<file path="src/rtl/spi_slave_rx.sv">
// SPI slave: resynchronizes the SPI bus into clk, assembles MOSI bytes into a
// first-word-fall-through RX FIFO and shifts a single reply byte out on MISO.
module spi_slave_rx #(
    parameter int FIFO_DEPTH = 4
) (
    input  logic                          clk,
    input  logic                          rst_n,
    input  logic                          cpol,
    input  logic                          cpha,
    input  logic                          spi_sclk,
    input  logic                          spi_cs_n,
    input  logic                          spi_mosi,
    output logic                          spi_miso,
    output logic [7:0]                    rx_data,
    output logic                          rx_valid,
    input  logic                          rx_ready,
    input  logic [7:0]                    tx_data,
    input  logic                          tx_wr,
    output logic [$clog2(FIFO_DEPTH):0]   rx_count,
    output logic                          overflow,
    output logic                          underrun,
    output logic                          frame_active
);

    localparam int AW = $clog2(FIFO_DEPTH);
    localparam int CW = AW + 1;
    localparam logic [CW-1:0] FULL_COUNT = CW'(FIFO_DEPTH);
    localparam logic [CW-1:0] CNT_ONE    = CW'(1);
    localparam logic [AW-1:0] PTR_ONE    = AW'(1);

    // Synchronizer chains: bit 0 is the first stage, edges come from bits 1 and 2.
    logic [2:0] sclk_sync_q, sclk_sync_d;
    logic [2:0] cs_sync_q, cs_sync_d;
    logic [1:0] mosi_sync_q, mosi_sync_d;

    logic cpol_q, cpol_d;
    logic cpha_q, cpha_d;

    logic [2:0] bit_cnt_q, bit_cnt_d;
    // Only seven bits are kept: the eighth goes straight from MOSI into the FIFO.
    logic [6:0] rx_shift_q, rx_shift_d;

    logic [7:0]    mem_q [FIFO_DEPTH];
    logic [7:0]    mem_d [FIFO_DEPTH];
    logic [AW-1:0] wr_ptr_q, wr_ptr_d;
    logic [AW-1:0] rd_ptr_q, rd_ptr_d;
    logic [CW-1:0] count_q, count_d;
    logic          overflow_q, overflow_d;

    logic [7:0] tx_shift_q, tx_shift_d;
    logic [7:0] tx_hold_q, tx_hold_d;
    logic       tx_pending_q, tx_pending_d;
    logic       underrun_q, underrun_d;

    logic       active;
    logic       cs_fall;
    logic       sclk_rise, sclk_fall;
    logic       lead_edge, trail_edge;
    logic       sample_edge, shift_edge;
    logic       push;
    logic [7:0] push_byte;
    logic       pop;
    logic       full;
    logic       wr_en;
    logic       tx_load;

    // NOTE: every always_comb assigns all of its outputs a default first, so no
    // path through the block can leave a value held and infer a latch.
    always_comb begin
        sclk_sync_d = {sclk_sync_q[1:0], spi_sclk};
        cs_sync_d   = {cs_sync_q[1:0], spi_cs_n};
        mosi_sync_d = {mosi_sync_q[0], spi_mosi};

        active    = ~cs_sync_q[1];
        cs_fall   = cs_sync_q[2] & ~cs_sync_q[1];
        sclk_rise = sclk_sync_q[1] & ~sclk_sync_q[2];
        sclk_fall = ~sclk_sync_q[1] & sclk_sync_q[2];

        // Mode only follows the pins between frames so it cannot change mid-byte.
        cpol_d = cs_sync_q[1] ? cpol : cpol_q;
        cpha_d = cs_sync_q[1] ? cpha : cpha_q;

        lead_edge   = cpol_q ? sclk_fall : sclk_rise;
        trail_edge  = cpol_q ? sclk_rise : sclk_fall;
        sample_edge = active & (cpha_q ? trail_edge : lead_edge);
        shift_edge  = active & (cpha_q ? lead_edge : trail_edge);
    end

    always_comb begin
        bit_cnt_d  = bit_cnt_q;
        rx_shift_d = rx_shift_q;
        push       = 1'b0;
        push_byte  = {rx_shift_q, mosi_sync_q[1]};

        if (!active) begin
            bit_cnt_d  = 3'd0;
            rx_shift_d = 7'd0;
        end else if (sample_edge) begin
            rx_shift_d = push_byte[6:0];
            bit_cnt_d  = bit_cnt_q + 3'd1;
            push       = (bit_cnt_q == 3'd7);
        end
    end

    always_comb begin
        pop        = (count_q != '0) & rx_ready;
        full       = (count_q == FULL_COUNT);
        wr_en      = push & (~full | pop);
        overflow_d = push & full & ~pop;

        mem_d    = mem_q;
        wr_ptr_d = wr_ptr_q;
        rd_ptr_d = rd_ptr_q;
        count_d  = count_q;

        if (wr_en) begin
            mem_d[wr_ptr_q] = push_byte;
            wr_ptr_d        = wr_ptr_q + PTR_ONE;
        end
        if (pop) begin
            rd_ptr_d = rd_ptr_q + PTR_ONE;
        end
        if (wr_en && !pop) begin
            count_d = count_q + CNT_ONE;
        end else if (!wr_en && pop) begin
            count_d = count_q - CNT_ONE;
        end
    end

    // The trailing edge right after a cpha=0 end-of-byte load sees bit_cnt=0
    // and must not shift, otherwise the next byte would lose its MSB.
    always_comb begin
        tx_load = (!cpha_q && (cs_fall || (sample_edge && bit_cnt_q == 3'd7)))
                | (cpha_q && shift_edge && bit_cnt_q == 3'd0);

        tx_shift_d   = tx_shift_q;
        tx_hold_d    = tx_hold_q;
        tx_pending_d = tx_pending_q;
        underrun_d   = 1'b0;

        if (tx_load) begin
            tx_shift_d   = tx_pending_q ? tx_hold_q : 8'hFF;
            underrun_d   = ~tx_pending_q;
            tx_pending_d = 1'b0;
        end else if (shift_edge && bit_cnt_q != 3'd0) begin
            tx_shift_d = {tx_shift_q[6:0], 1'b0};
        end

        // A write in the same cycle as a load stays pending for the next load.
        if (tx_wr) begin
            tx_hold_d    = tx_data;
            tx_pending_d = 1'b1;
        end
    end

    // NOTE: state registers use non-blocking assignments only, so every flop
    // samples the values computed before this edge regardless of block order.
    always_ff @(posedge clk or negedge rst_n) begin
        if (!rst_n) begin
            sclk_sync_q  <= 3'b000;
            cs_sync_q    <= 3'b111;
            mosi_sync_q  <= 2'b00;
            cpol_q       <= 1'b0;
            cpha_q       <= 1'b0;
            bit_cnt_q    <= 3'd0;
            rx_shift_q   <= 7'd0;
            wr_ptr_q     <= '0;
            rd_ptr_q     <= '0;
            count_q      <= '0;
            overflow_q   <= 1'b0;
            tx_shift_q   <= 8'd0;
            tx_hold_q    <= 8'd0;
            tx_pending_q <= 1'b0;
            underrun_q   <= 1'b0;
        end else begin
            sclk_sync_q  <= sclk_sync_d;
            cs_sync_q    <= cs_sync_d;
            mosi_sync_q  <= mosi_sync_d;
            cpol_q       <= cpol_d;
            cpha_q       <= cpha_d;
            bit_cnt_q    <= bit_cnt_d;
            rx_shift_q   <= rx_shift_d;
            wr_ptr_q     <= wr_ptr_d;
            rd_ptr_q     <= rd_ptr_d;
            count_q      <= count_d;
            overflow_q   <= overflow_d;
            tx_shift_q   <= tx_shift_d;
            tx_hold_q    <= tx_hold_d;
            tx_pending_q <= tx_pending_d;
            underrun_q   <= underrun_d;
        end
    end

    // NOTE: the FIFO storage is reset on purpose: rx_data shows the head entry
    // directly and must read 0 during and right after reset.
    always_ff @(posedge clk or negedge rst_n) begin
        if (!rst_n) begin
            for (int i = 0; i < FIFO_DEPTH; i++) begin
                mem_q[i] <= 8'd0;
            end
        end else begin
            mem_q <= mem_d;
        end
    end

    assign frame_active = active;
    assign spi_miso     = active & tx_shift_q[7];
    assign rx_valid     = (count_q != '0);
    assign rx_data      = mem_q[rd_ptr_q];
    assign rx_count     = count_q;
    assign overflow     = overflow_q;
    assign underrun     = underrun_q;

endmodule

</file>
<file path="config.mk">
export PLATFORM = sky130hd
export DESIGN_NAME = spi_slave_rx
export DESIGN_NICKNAME = d
export VERILOG_FILES = /design/src/rtl/spi_slave_rx.sv
export SDC_FILE = /design/constraint.sdc
export NUM_CORES = 1
export LEC_CHECK = 0
export CAP_MARGIN = 20
export CORE_UTILIZATION = 40
export CTS_CLUSTER_SIZE = 25
export DETAILED_ROUTE_END_ITERATION = 7
export HOLD_SLACK_MARGIN = 0.02
export MAX_ROUTING_LAYER = met4
export SLEW_MARGIN = 20
export SYNTH_ARGS = -nofsm -noshare
export SYNTH_HDL_FRONTEND = slang
export SYNTH_SLANG_ARGS = --single-unit
</file>
<file path="constraint.sdc">
create_clock -name clk -period 3.44 [get_ports clk]
set_input_delay 0.688 -clock clk [delete_from_list [all_inputs] [get_ports clk]]
set_output_delay 0.688 -clock clk [all_outputs]
set_load 0.03 [all_outputs]
</file>
After elaboration in Yosys (flattened, before gate mapping)
Index checks and enable logic that the tools add are counted.
Storage, ports and cells
  bits in registers: 78
  bits of input ports: 17
  word-level logic and storage cells: 92
Operators by class
  $add $sub $neg: 5
  order comparisons: 3
  equality and inequality tests: 2
  mux-type cells: 24
  bitwise operators: 20
  reductions and logical operators: 19
Operators with widths (number)
  8-bit two-way mux: 6
  32-bit bitwise mux: 1
  8-bit binary-select mux with 2-bit select: 1
  8-bit demux with 2-bit select: 1
  7-bit two-way mux: 2
  3-bit two-way mux: 4
  1-bit bitwise AND: 10
  1-bit two-way mux: 9
  1-bit logical AND: 8
  2-bit nonzero test: 4
  3-bit by 1-bit adder with 3-bit output, second input constant: 2
  3-bit equality test, second input constant: 2
  3-bit greater-or-equal comparator, second input constant: 2
  1-bit NOT: 6
  2-bit NOT with 3-bit output: 2
  3-bit nonzero test: 2
  2-bit by 1-bit adder with 2-bit output, second input constant: 2
  1-bit zero test: 3
  3-bit zero test: 1
  3-bit by 1-bit < comparator with 1-bit output, second input constant: 1
  3-bit by 1-bit subtractor with 3-bit output, second input constant: 1
  1-bit bitwise OR: 2
  1-bit logical OR: 1

Depth between registers and ports, before layout
Gate-level depths: netlist of run 1.
  word-level depth: 12
  depth in mapped cells: 11
  depth with buffers taken out: 11

Least setup slack after synthesis of run 1
No wires, ideal clock.
  path kind: in2reg
  start point: input port rx_ready
  end point: register count_q[1], in the netlist rx_count[1]
  library setup time: 0.125 ns
  data arrival time: 2.406 ns
  required time: 3.315 ns
  path slack: 0.910 ns
  stages on the path: 7
  path buffers: 1
  cells stage by stage: or4b_1 -> clkbuf_1 -> and2_4 -> ha_1 -> inv_1 -> fa_1 -> mux2_2
On the way
  elaborated cells on any way between the ends: 9
RTL lines
  start: declaration: line 16  | input logic rx_ready,
  1-bit bitwise AND: line 106  | pop = (count_q != '0) & rx_ready;
  1-bit bitwise OR: line 108  | wr_en = push & (~full | pop);
  1-bit bitwise AND: line 108
  net wr_en: line 64  | logic wr_en;
  1-bit logical AND: line 123  | if (wr_en && !pop) begin
  3-bit two-way mux: line 123
  net count_d[1]: line 47  | logic [CW-1:0] count_q, count_d;
  end signal: assignment: line 185  | count_q <= count_d;
  end: declaration: line 47
The timed path passes the listed nets, and every way through them passes these cells.
A chain may end at the register's enable or synchronous reset.

Final worst setup path of run 1
  start point: register rd_ptr_q[0]
  end point: output port rx_data[7]
On the way
  cells in the longest elaborated chain, start to end: 4
Ends and longest elaborated chain
  start: declaration: line 46  | logic [AW-1:0] rd_ptr_q, rd_ptr_d;
  start signal: assignment: line 184  | rd_ptr_q <= rd_ptr_d;
  2-bit NOT with 3-bit output (not written as such): line 209  | assign rx_data = mem_q[rd_ptr_q];
  8-bit binary-select mux with 2-bit select: line 209
  8-bit two-way mux (not written as such) (2 in series): line 209
  end: declaration: line 14  | output logic [7:0] rx_data,
No other way between the ends. The select of a mux whose other input is x is not followed.

==> results of run 1 <==
[synthesized netlist by cell type, drive strengths merged, types with 2 or more instances]
cell type / number
a2111oi: 7
a21boi: 7
a221oi: 7
a31oi: 7
a32oi: 7
and2: 8
and3: 7
and4bb: 2
buf: 8
clkbuf: 7
dfrtp: 75
dfstp: 3
ha: 8
inv: 6
mux2: 45
mux2i: 13
mux4: 8
nand2: 2
nand2b: 7
nand3: 5
nor2: 13
nor2b: 5
nor3: 2
nor3b: 8
or2: 2
xnor2: 6
xor2: 3
[path summary, 6_finish.rpt]
check / from / end / slack (ps) / cells past startpoint
max reg2reg: cs_sync_q[1] / rx_count[1] / 780 / 7
min: mosi_sync_q[0] / mosi_sync_q[1] / 350 / 0
min in group asynchronous: rst_n / bit_cnt_q[2] / 360 / 1
max: rd_ptr_q[0] / rx_data[7] / 500 / 3
max in group asynchronous: rst_n / mem_q[2] / 2570 / 1
min reg2reg: mosi_sync_q[0] / mosi_sync_q[1] / 350 / 0
[area by class of cell]
type	count	area [um^2]
fill	825	4770
tap	129	161.4
sequential	78	1956
timing repair buffer	37	359.1
inverter	6	22.52
multi-input combinational	188	1760
clock buffer	10	127.6
clock inverter	5	83.83
[worst register-to-register path: stages (launching register included)]
cell and delay, ps:
dfstp_2 790, and4bb_2 310, mux2_4 320, and2_4 190
ha_1 200, inv_1 80, fa_1 400, mux2_2 270
[sequential cells by signal, summed over array words and instances, names as in the netlist]
register and cells:
mem_q 32, tx_hold_q 8, tx_shift_q 8, rx_shift_q 7, bit_cnt_q 3, cs_sync_q 3, rx_count 3, sclk_sync_q 3
mosi_sync_q 2, rd_ptr_q 2, wr_ptr_q 2, cpha_q 1, cpol_q 1, overflow 1, tx_pending_q 1, underrun 1
[kinds of logic after synthesis]
| group | count (synthesis) | synth area share [%] |
|---|---|---|
| xor+xnor | 9 | 2.260 |
| compound gates | 40 | 8.219 |
| simple gates | 64 | 10.77 |
| mux | 66 | 21.68 |
| flops | 78 | 51.18 |
| fa+ha+maj | 9 | 3.144 |
| buf+inv | 21 | 2.750 |
[where the power goes]
part | switching, W | internal, W | leakage [nW]
Sequential | 0.000121 | 0.000993 | 0.992
Combinational | 0.000232 | 0.000241 | 0.878
Clock | 0.000346 | 0.000408 | 0.0990
[stage by stage]
stage / area (um^2) / power (W) / hold slack [ps] / util, % / setup slack [ps]
floorplan: 3821 / 0.001441 / 331.2 / - / 909.8
global placement: 4255 / 0.001600 / 332.9 / 46.05 / 419.2
detailed placement: 4255 / 0.001609 / 334.7 / 46.05 / 350.2
CTS: 4467 / 0.002373 / 355.0 / 48.34 / 454.4
global route: 4471 / 0.002451 / 361.6 / 48.38 / 403.8
finish: 4471 / 0.002342 / 354.7 / 48.38 / 496.3
[metal layers]
metal  global-route usage [%]  up-vias
met5                        -        -
met4                    4.751        0
met3                    4.638       10
met2                    27.00       34
met1                    22.28     1234
li1                         -     1127
[cell usage in the layout (no fill, tap or decap), drive strengths merged, types with 2 or more instances in the layout]
cell type | netlist | final
nor3b | 8 | 8
nor3 | 2 | 2
bufinv | 0 | 2
nand2b | 7 | 7
buf | 8 | 6
a21boi | 7 | 7
clkinvlp | 0 | 2
dfstp | 3 | 3
a32oi | 7 | 7
and4bb | 2 | 2
ha | 8 | 8
nand3 | 5 | 5
nor2 | 13 | 13
dfrtp | 75 | 75
mux2i | 13 | 13
inv | 6 | 7
a2111oi | 7 | 7
clkdlybuf4s50 | 0 | 31
and3 | 7 | 7
mux2 | 45 | 45
and2 | 8 | 8
nand2 | 2 | 2
a221oi | 7 | 7
clkbuf | 7 | 10
nor2b | 5 | 5
xor2 | 3 | 3
a31oi | 7 | 7
xnor2 | 6 | 6
or2 | 2 | 2
mux4 | 8 | 8
==> impl_metrics.py, run 1 <==
metrics = {
    "power_and_ir_drop": {
        "p_leak_nw": 1.970,
        "irDropWorstVdd_v": 0.0002156,
        "power_density_nw_per_um2": 523.8,
    },
    "worst_setup_path": {
        "critPathLaunchType": "flip-flop",
        "critical-path-top-delay-family": "buffers and inverters",
        "worstPathArrival_ps": 2260,
        "path_buf_inv": 2,
        "cp.required_ps": 2750,
        "worstPathMaxFanout": 6,
        "critical_path_class": "flip-flop to output port",
        "critical_path.max_stage_delay_ps": 610,
        "endpoint_kind": "output port",
        "cp_slowest_cell": "clkdlybuf4s50_1",
        "worstPathCellList": "buf_4, mux4_2, clkdlybuf4s50_1",
    },
    "final_layout": {
        "fin_nets": 346,
        "layout-drive-gt1-share_pct": 27.47,
        "final_cells": 453,
        "syn2layout_area_growth_pct": 16.99,
        "n_antenna_cell": 0,
    },
    "synth": {
        "syn_inst": 287,
        "synthFlopType": "dfrtp_1",
        "synth_top_area_share_pct": 49.12,
        "syn-num-nets": 313,
        "synth_area_leaders": "dfrtp_1 (49%), mux2_2 (13%), mux4_2 (4.7%), mux2i_1 (3.1%), ha_1 (2.6%)",
        "synth_edf_count": 0,
        "syn_area_um2": 3821,
        "ys_seq_area_share_pct": 51.18,
        "yosys.area.top_type": "dfrtp_1",
        "yosysUniqueCellTypes": 44,
        "ys_async_sr_fraction_pct": 100.0,
        "synth-seq-cells": 78,
        "syn_area_per_cell_um2": 13.31,
        "yosysWarnings": 0,
    },
    "detailed_routing": {
        "vias": 2405,
        "met1Wirelength_mm": 3.692,
        "wl_per_cell_um": 17.06,
        "drt_first_pass_iters": 4,
        "routed.top_layer": "met4",
        "drt_iter0_drc": 79,
        "vias_per_cell": 5.309,
        "drc": 0,
        "wl_met3_um": 234,
        "route.met2.wl_mm": 3.718,
        "drtAntennaViolNets": 0,
        "drt-total-wl_mm": 7.726,
    },
    "floorplan": {
        "ios": 33,
        "core-area_um2": 9240,
        "dieArea_um2": 9948,
        "row_count": 35,
        "initial_utilization_pct": 41.35,
        "die_w_um": 99.74,
        "fp.dieH_um": 99.74,
    },
    "outcome": {
        "status": "complete, no violations",
    },
    "timing": {
        "period_share_pct": 85.57,
        "slew_violations": 0,
        "min_period_ps": 2944,
        "rsz0062_at_grt": "no",
        "tightestPinTransition_ps": 1104,
        "fmax_mhz": 339.7,
        "skew_ps": 15.54,
        "fin_tns_setup_ps": 0,
        "finalSetupViolations": 0,
        "slew_headroom_pct": 26.17,
        "hold_viol": 0,
    },
    "clocking": {
        "clk_path_buf_depth": 2,
        "path_clk_slew_ps": 90,
        "clkSinkCount": 78,
        "cts_buffers": 9,
        "post_cts_buffers": 0,
        "cts_resized": 0,
        "insertion_delay_ps": 350,
        "cts_tree": "built",
        "holdBufCountCts": 0,
        "cts-root-buf": "clkbuf_8",
        "htree_num_levels": 3,
    },
    "global_route": {
        "grt.overflow.total": 0,
        "grtUsageTotal_pct": 17.31,
        "antenna_found_initial": 0,
        "grt_max_degree": 79,
        "grt_pass1_wl_mm": 12.65,
        "grt_pass1_vias": 2446,
    },
    "place": {
        "place_congestion": 0.7616,
        "port_buffers": 32,
        "dp.cells": 438,
        "dpl.hpwl_mm": 4.785,
    },
    "worst_hold_path": {
        "hold_class": "flip-flop to flip-flop",
    },
    "flow_run": {
        "cap_viol_max_count": 0,
    },
}
Power figures use the tool's default switching activity.
==> run 2, diff against run 1 <==
- SLEW_MARGIN: 20 -> 40
- clock period: 3.44 -> 3.7 ns (I/O delays scaled with it)
==> impl_metrics.py, run 2 (same netlist as run 1, synthesis figures left out) <==
metrics = {
    "clocking": {
        "clkSinkCount": 78,
        "path_clk_slew_ps": 80,
        "holdBufCountCts": 0,
        "htree_num_levels": 3,
        "post_cts_buffers": 0,
        "clk_path_buf_depth": 2,
        "cts-root-buf": "clkbuf_8",
        "cts_resized": 0,
        "cts_tree": "built",
        "cts_buffers": 9,
        "insertion_delay_ps": 340,
    },
    "worst_setup_path": {
        "endpoint_kind": "output port",
        "critPathLaunchType": "flip-flop",
        "worstPathMaxFanout": 10,
        "critical_path_class": "flip-flop to output port",
        "cp.required_ps": 2960,
        "worstPathArrival_ps": 2330,
        "reg2reg_slack_ps": 1040,
    },
    "global_route": {
        "gr-usage-met3_pct": 3.865,
        "grtUsageTotal_pct": 16.92,
        "grt.overflow.total": 0,
        "top_usage_layer": "met2",
        "grt_pass1_vias": 2450,
        "grtUsageMet1_pct": 21.97,
        "grt_max_degree": 79,
        "antenna_found_initial": 0,
        "gr-usage-met2_pct": 26.26,
        "grt_pass1_wl_mm": 12.52,
    },
    "timing": {
        "slew_violations": 0,
        "tightestPinTransition_ps": 720.1,
        "fmax_mhz": 325.9,
        "period_share_pct": 82.93,
        "rsz0062_at_grt": "no",
        "fin_tns_setup_ps": 0,
        "skew_ps": 10.84,
        "hold_viol": 0,
        "slew_headroom_pct": 51.99,
        "min_period_ps": 3068,
        "finalSetupViolations": 0,
    },
    "place": {
        "place_congestion": 0.7522,
        "dpl.hpwl_mm": 4.752,
        "port_buffers": 32,
    },
    "final_layout": {
        "layout_commonest_cell": "dfrtp_1",
        "largest_reg_flops": 32,
        "reg_top3": "mem_q (32), tx_hold_q (8), tx_shift_q (8)",
        "layout-drive-gt1-share_pct": 27.64,
        "syn2layout_area_growth_pct": 17.06,
        "largest_register": "mem_q",
        "n_antenna_cell": 0,
        "utilization_pct": 48.41,
        "mostFrequentLayoutCells": "dfrtp_1 (75), mux2_2 (43), clkdlybuf4s50_1 (31)",
        "fin_nets": 343,
    },
    "floorplan": {
        "fp.dieH_um": 99.74,
        "dieArea_um2": 9948,
        "initial_utilization_pct": 41.35,
        "die_w_um": 99.74,
        "row_count": 35,
        "ios": 33,
        "core-area_um2": 9240,
    },
    "detailed_routing": {
        "drc": 0,
        "wl_per_cell_um": 16.53,
        "drt-total-wl_mm": 7.456,
        "drtAntennaViolNets": 0,
        "vias_per_cell": 5.377,
        "drt_iter0_drc": 68,
        "vias": 2425,
        "drt_first_pass_iters": 4,
    },
    "power_and_ir_drop": {
        "power_density_nw_per_um2": 486.7,
        "p_leak_nw": 1.972,
        "irDropWorstVdd_v": 0.0003098,
    },
    "flow_run": {
        "cap_viol_max_count": 0,
    },
    "outcome": {
        "status": "complete, no violations",
    },
    "worst_hold_path": {
        "hold_class": "flip-flop to flip-flop",
    },
}
run 2: changes by cell type in the layout (fill, tap and decap cells not counted):
cell / before / now
xor2_2: 0 / 1
nor3_2: 1 / 2
nor3_1: 1 / 0
xor2_1: 3 / 2
clkinv_2: 0 / 1
clkinv_4: 0 / 2
inv_6: 1 / 0
clkbuf_8: 9 / 10
clkinvlp_4: 2 / 0
buf_4: 5 / 2
run 2: area by class of cell:
type | instances | area, um^2
fill | 822 | 4767
sequential | 78 | 1956
multi-input combinational | 188 | 1773
timing repair buffer | 34 | 336.6
tap | 129 | 161.4
clock buffer | 11 | 141.4
clock inverter | 5 | 82.58
inverter | 6 | 22.52
run 2: per-layer routing:
metal	share of wire, %	up-vias
met5	0	-
met2	49	34
met3	2.6	6
met1	47	1257
met4	0.99	0
li1	-	1128
run 2: report_power, final:
group          internal, W  switching (W)  leakage (nW)
clock             0.000400       0.000314         0.113
sequential        0.000923       0.000129         0.992
combinational     0.000216       0.000194         0.867
total              0.00154       0.000638          1.97
run 2: critical path, stage by stage, from the launching register on:
cell,delay [ps]
dfrtp_1,760
mux4_2,600
clkdlybuf4s50_1,620
run 2: final timing paths:
check / depth (start not counted) / endpoint / from
setup reg to reg: 7 / rx_count[1] / cs_sync_q[1]
setup / recovery: 2 / rx_data[3] / rd_ptr_q[0]
hold / removal: 0 / mosi_sync_q[1] / mosi_sync_q[0]
hold reg to reg: 0 / mosi_sync_q[1] / mosi_sync_q[0]
max in group asynchronous: 1 / tx_shift_q[1] / rst_n
min in group asynchronous: 1 / cpol_q / rst_n
run 2: through the flow:
stage	area [um^2]	total power, W	hold slack [ps]	std cells	worst slack [ps]
2_1_floorplan	3821	0.001340	331.2	287	1118
3_3_place_gp	4233	0.001476	332.4	435	636.3
3_5_place_dp	4244	0.001484	335.8	435	589.0
4_1_cts	4468	0.002207	354.7	451	574.6
5_1_grt	4473	0.002286	363.7	451	518.8
6_report	4473	0.002177	350.1	451	631.5
==> run 3, diff against run 2 <==
- clock period: 3.7 -> 2.6 ns (I/O delays scaled with it)
==> impl_metrics.py, run 3 (same netlist as run 1, synthesis figures left out) <==
metrics = {
    "outcome": {
        "status": "complete, no violations",
    },
    "floorplan": {
        "initial_utilization_pct": 41.35,
        "dieArea_um2": 9948,
        "die_w_um": 99.74,
        "fp.dieH_um": 99.74,
        "row_count": 35,
        "core-area_um2": 9240,
        "ios": 33,
    },
    "final_layout": {
        "largest_register": "mem_q",
        "layout_commonest_cell": "dfrtp_1",
        "layout-drive-gt1-share_pct": 32.56,
        "largest_reg_flops": 32,
        "utilization_pct": 49.90,
        "n_antenna_cell": 0,
        "final_cell_area_um2": 4611,
        "reg_top3": "mem_q (32), tx_hold_q (8), tx_shift_q (8)",
        "fin_nets": 366,
        "syn2layout_area_growth_pct": 20.66,
        "mostFrequentLayoutCells": "dfrtp_1 (75), mux2_2 (43), buf_4 (25)",
    },
    "global_route": {
        "grtUsageTotal_pct": 16.96,
        "grt.overflow.total": 0,
        "grt_max_degree": 48,
        "antenna_found_initial": 0,
        "grt_pass1_vias": 2376,
        "grt_pass1_wl_mm": 12.41,
    },
    "timing": {
        "fmax_mhz": 399.8,
        "fin_tns_setup_ps": 0,
        "skew_ps": 7.894,
        "slew_headroom_pct": 62.08,
        "period_share_pct": 96.21,
        "worst_hold_slack_ps": 114.0,
        "finalSetupViolations": 0,
        "hold_viol": 0,
        "tightestPinTransition_ps": 567.6,
        "min_period_ps": 2501,
        "slew_violations": 0,
    },
    "detailed_routing": {
        "wl_per_cell_um": 16.00,
        "drc": 0,
        "drtAntennaViolNets": 0,
        "met1Wirelength_mm": 3.615,
        "drt-total-wl_mm": 7.566,
        "drt_first_pass_iters": 4,
        "vias": 2461,
        "drt_iter0_drc": 113,
        "routed.top_layer": "met4",
        "wl_met3_um": 239,
        "vias_per_cell": 5.203,
        "route.met2.wl_mm": 3.629,
    },
    "clocking": {
        "clkSinkCount": 78,
        "cts_tree": "built",
        "insertion_delay_ps": 350,
        "cts-root-buf": "clkbuf_8",
        "path_clk_slew_ps": 80,
        "htree_num_levels": 3,
        "clk_path_buf_depth": 2,
        "cts_buffers": 9,
    },
    "worst_setup_path": {
        "worst_r2r_endpoint": "rx_count[1]",
        "critical_path_class": "flip-flop to flip-flop",
        "endpoint_kind": "flip-flop",
        "r2r_start": "bit_cnt_q[1]",
        "reg2reg_slack_ps": 100,
        "worstRegToRegCells": 9,
        "critPathLaunchType": "flip-flop",
        "cp.required_ps": 2840,
        "worstPathArrival_ps": 2740,
        "worstPathMaxFanout": 4,
    },
    "place": {
        "dpl.hpwl_mm": 5.005,
        "port_buffers": 32,
        "place_congestion": 0.7877,
        "placed_area_um2": 4358,
    },
    "power_and_ir_drop": {
        "irDropWorstVdd_v": 0.0002979,
        "p_leak_nw": 2.105,
        "power_density_nw_per_um2": 655.4,
    },
    "worst_hold_path": {
        "hold_class": "input pin to asynchronous set/reset pin",
    },
    "flow_run": {
        "cap_viol_max_count": 0,
    },
}
[run 3: cell types whose count changed in the layout (fill, tap and decap cells not counted), sizes merged, moves of 2 or more]
cell | previous run | this run
buf | 3 | 26
clkdlybuf4s50 | 31 | 23
clkinvlp | 0 | 2
dlygate4sd2 | 0 | 8
clkbuf | 11 | 9
[run 3: per-stage QoR]
stage / std cells / setup slack, ps / power (W)
final: 473 / 98.59 / 0.003022
after global routing: 473 / -9.322 / 0.003185
after CTS: 465 / 43.95 / 0.003064
after detailed placement: 450 / -54.01 / 0.002153
after global placement: 450 / -5.265 / 0.002141
after floorplan: 287 / 146.5 / 0.001907
[run 3: worst max-delay path: stages, from the launching register on]
cell and delay (ps):
dfrtp_1 410, ha_2 170, ha_1 180, and4bb_2 230, mux2_4 300, and2_4 170
ha_1 180, inv_1 70, fa_1 410, mux2_2 270
[run 3: area by class of cell]
class / count / area, um^2
fill: 837 / 4629
sequential: 78 / 1956
multi-input combinational: 188 / 1768
timing repair buffer: 57 / 508.0
tap: 129 / 161.4
clock buffer: 9 / 123.9
clock inverter: 6 / 71.32
inverter: 6 / 22.52
[run 3: how the worst max path moves through the flow]
| stage | depth (start not counted) | from | slack, ps | end |
|---|---|---|---|---|
| CTS | 9 | bit_cnt_q[1] | 40 | rx_count[1] |
| finish | 9 | bit_cnt_q[1] | 100 | rx_count[1] |
| global placement | 7 | rx_ready | -5 | rx_count[1] |
| detailed placement | 7 | rx_ready | -50 | rx_count[1] |
| floorplan | 9 | bit_cnt_q[0] | 150 | rx_count[1] |
| global route | 9 | bit_cnt_q[0] | -9 | rx_count[1] |
[run 3: where the power goes]
group / switching, W / internal (W)
clock: 0.000453 / 0.000444
sequential: 0.000125 / 0.00131
combinational: 0.000340 / 0.000345
total: 0.000919 / 0.00210
[run 3: metal layers]
metal / GRT usage [%] / up-vias
met2: 25.36 / 34
met5: - / -
met3: 4.216 / 6
met1: 22.39 / 1242
li1: - / 1179
met4: 6.222 / 0
[run 3: timing repair]
action,4_1_cts,5_1_grt
setup buffers,0,8
hold buffers,0,0
gates cloned,0,0
gates resized for setup,8,1
endpoints found under the setup margin,8,1
pin swaps,0,0
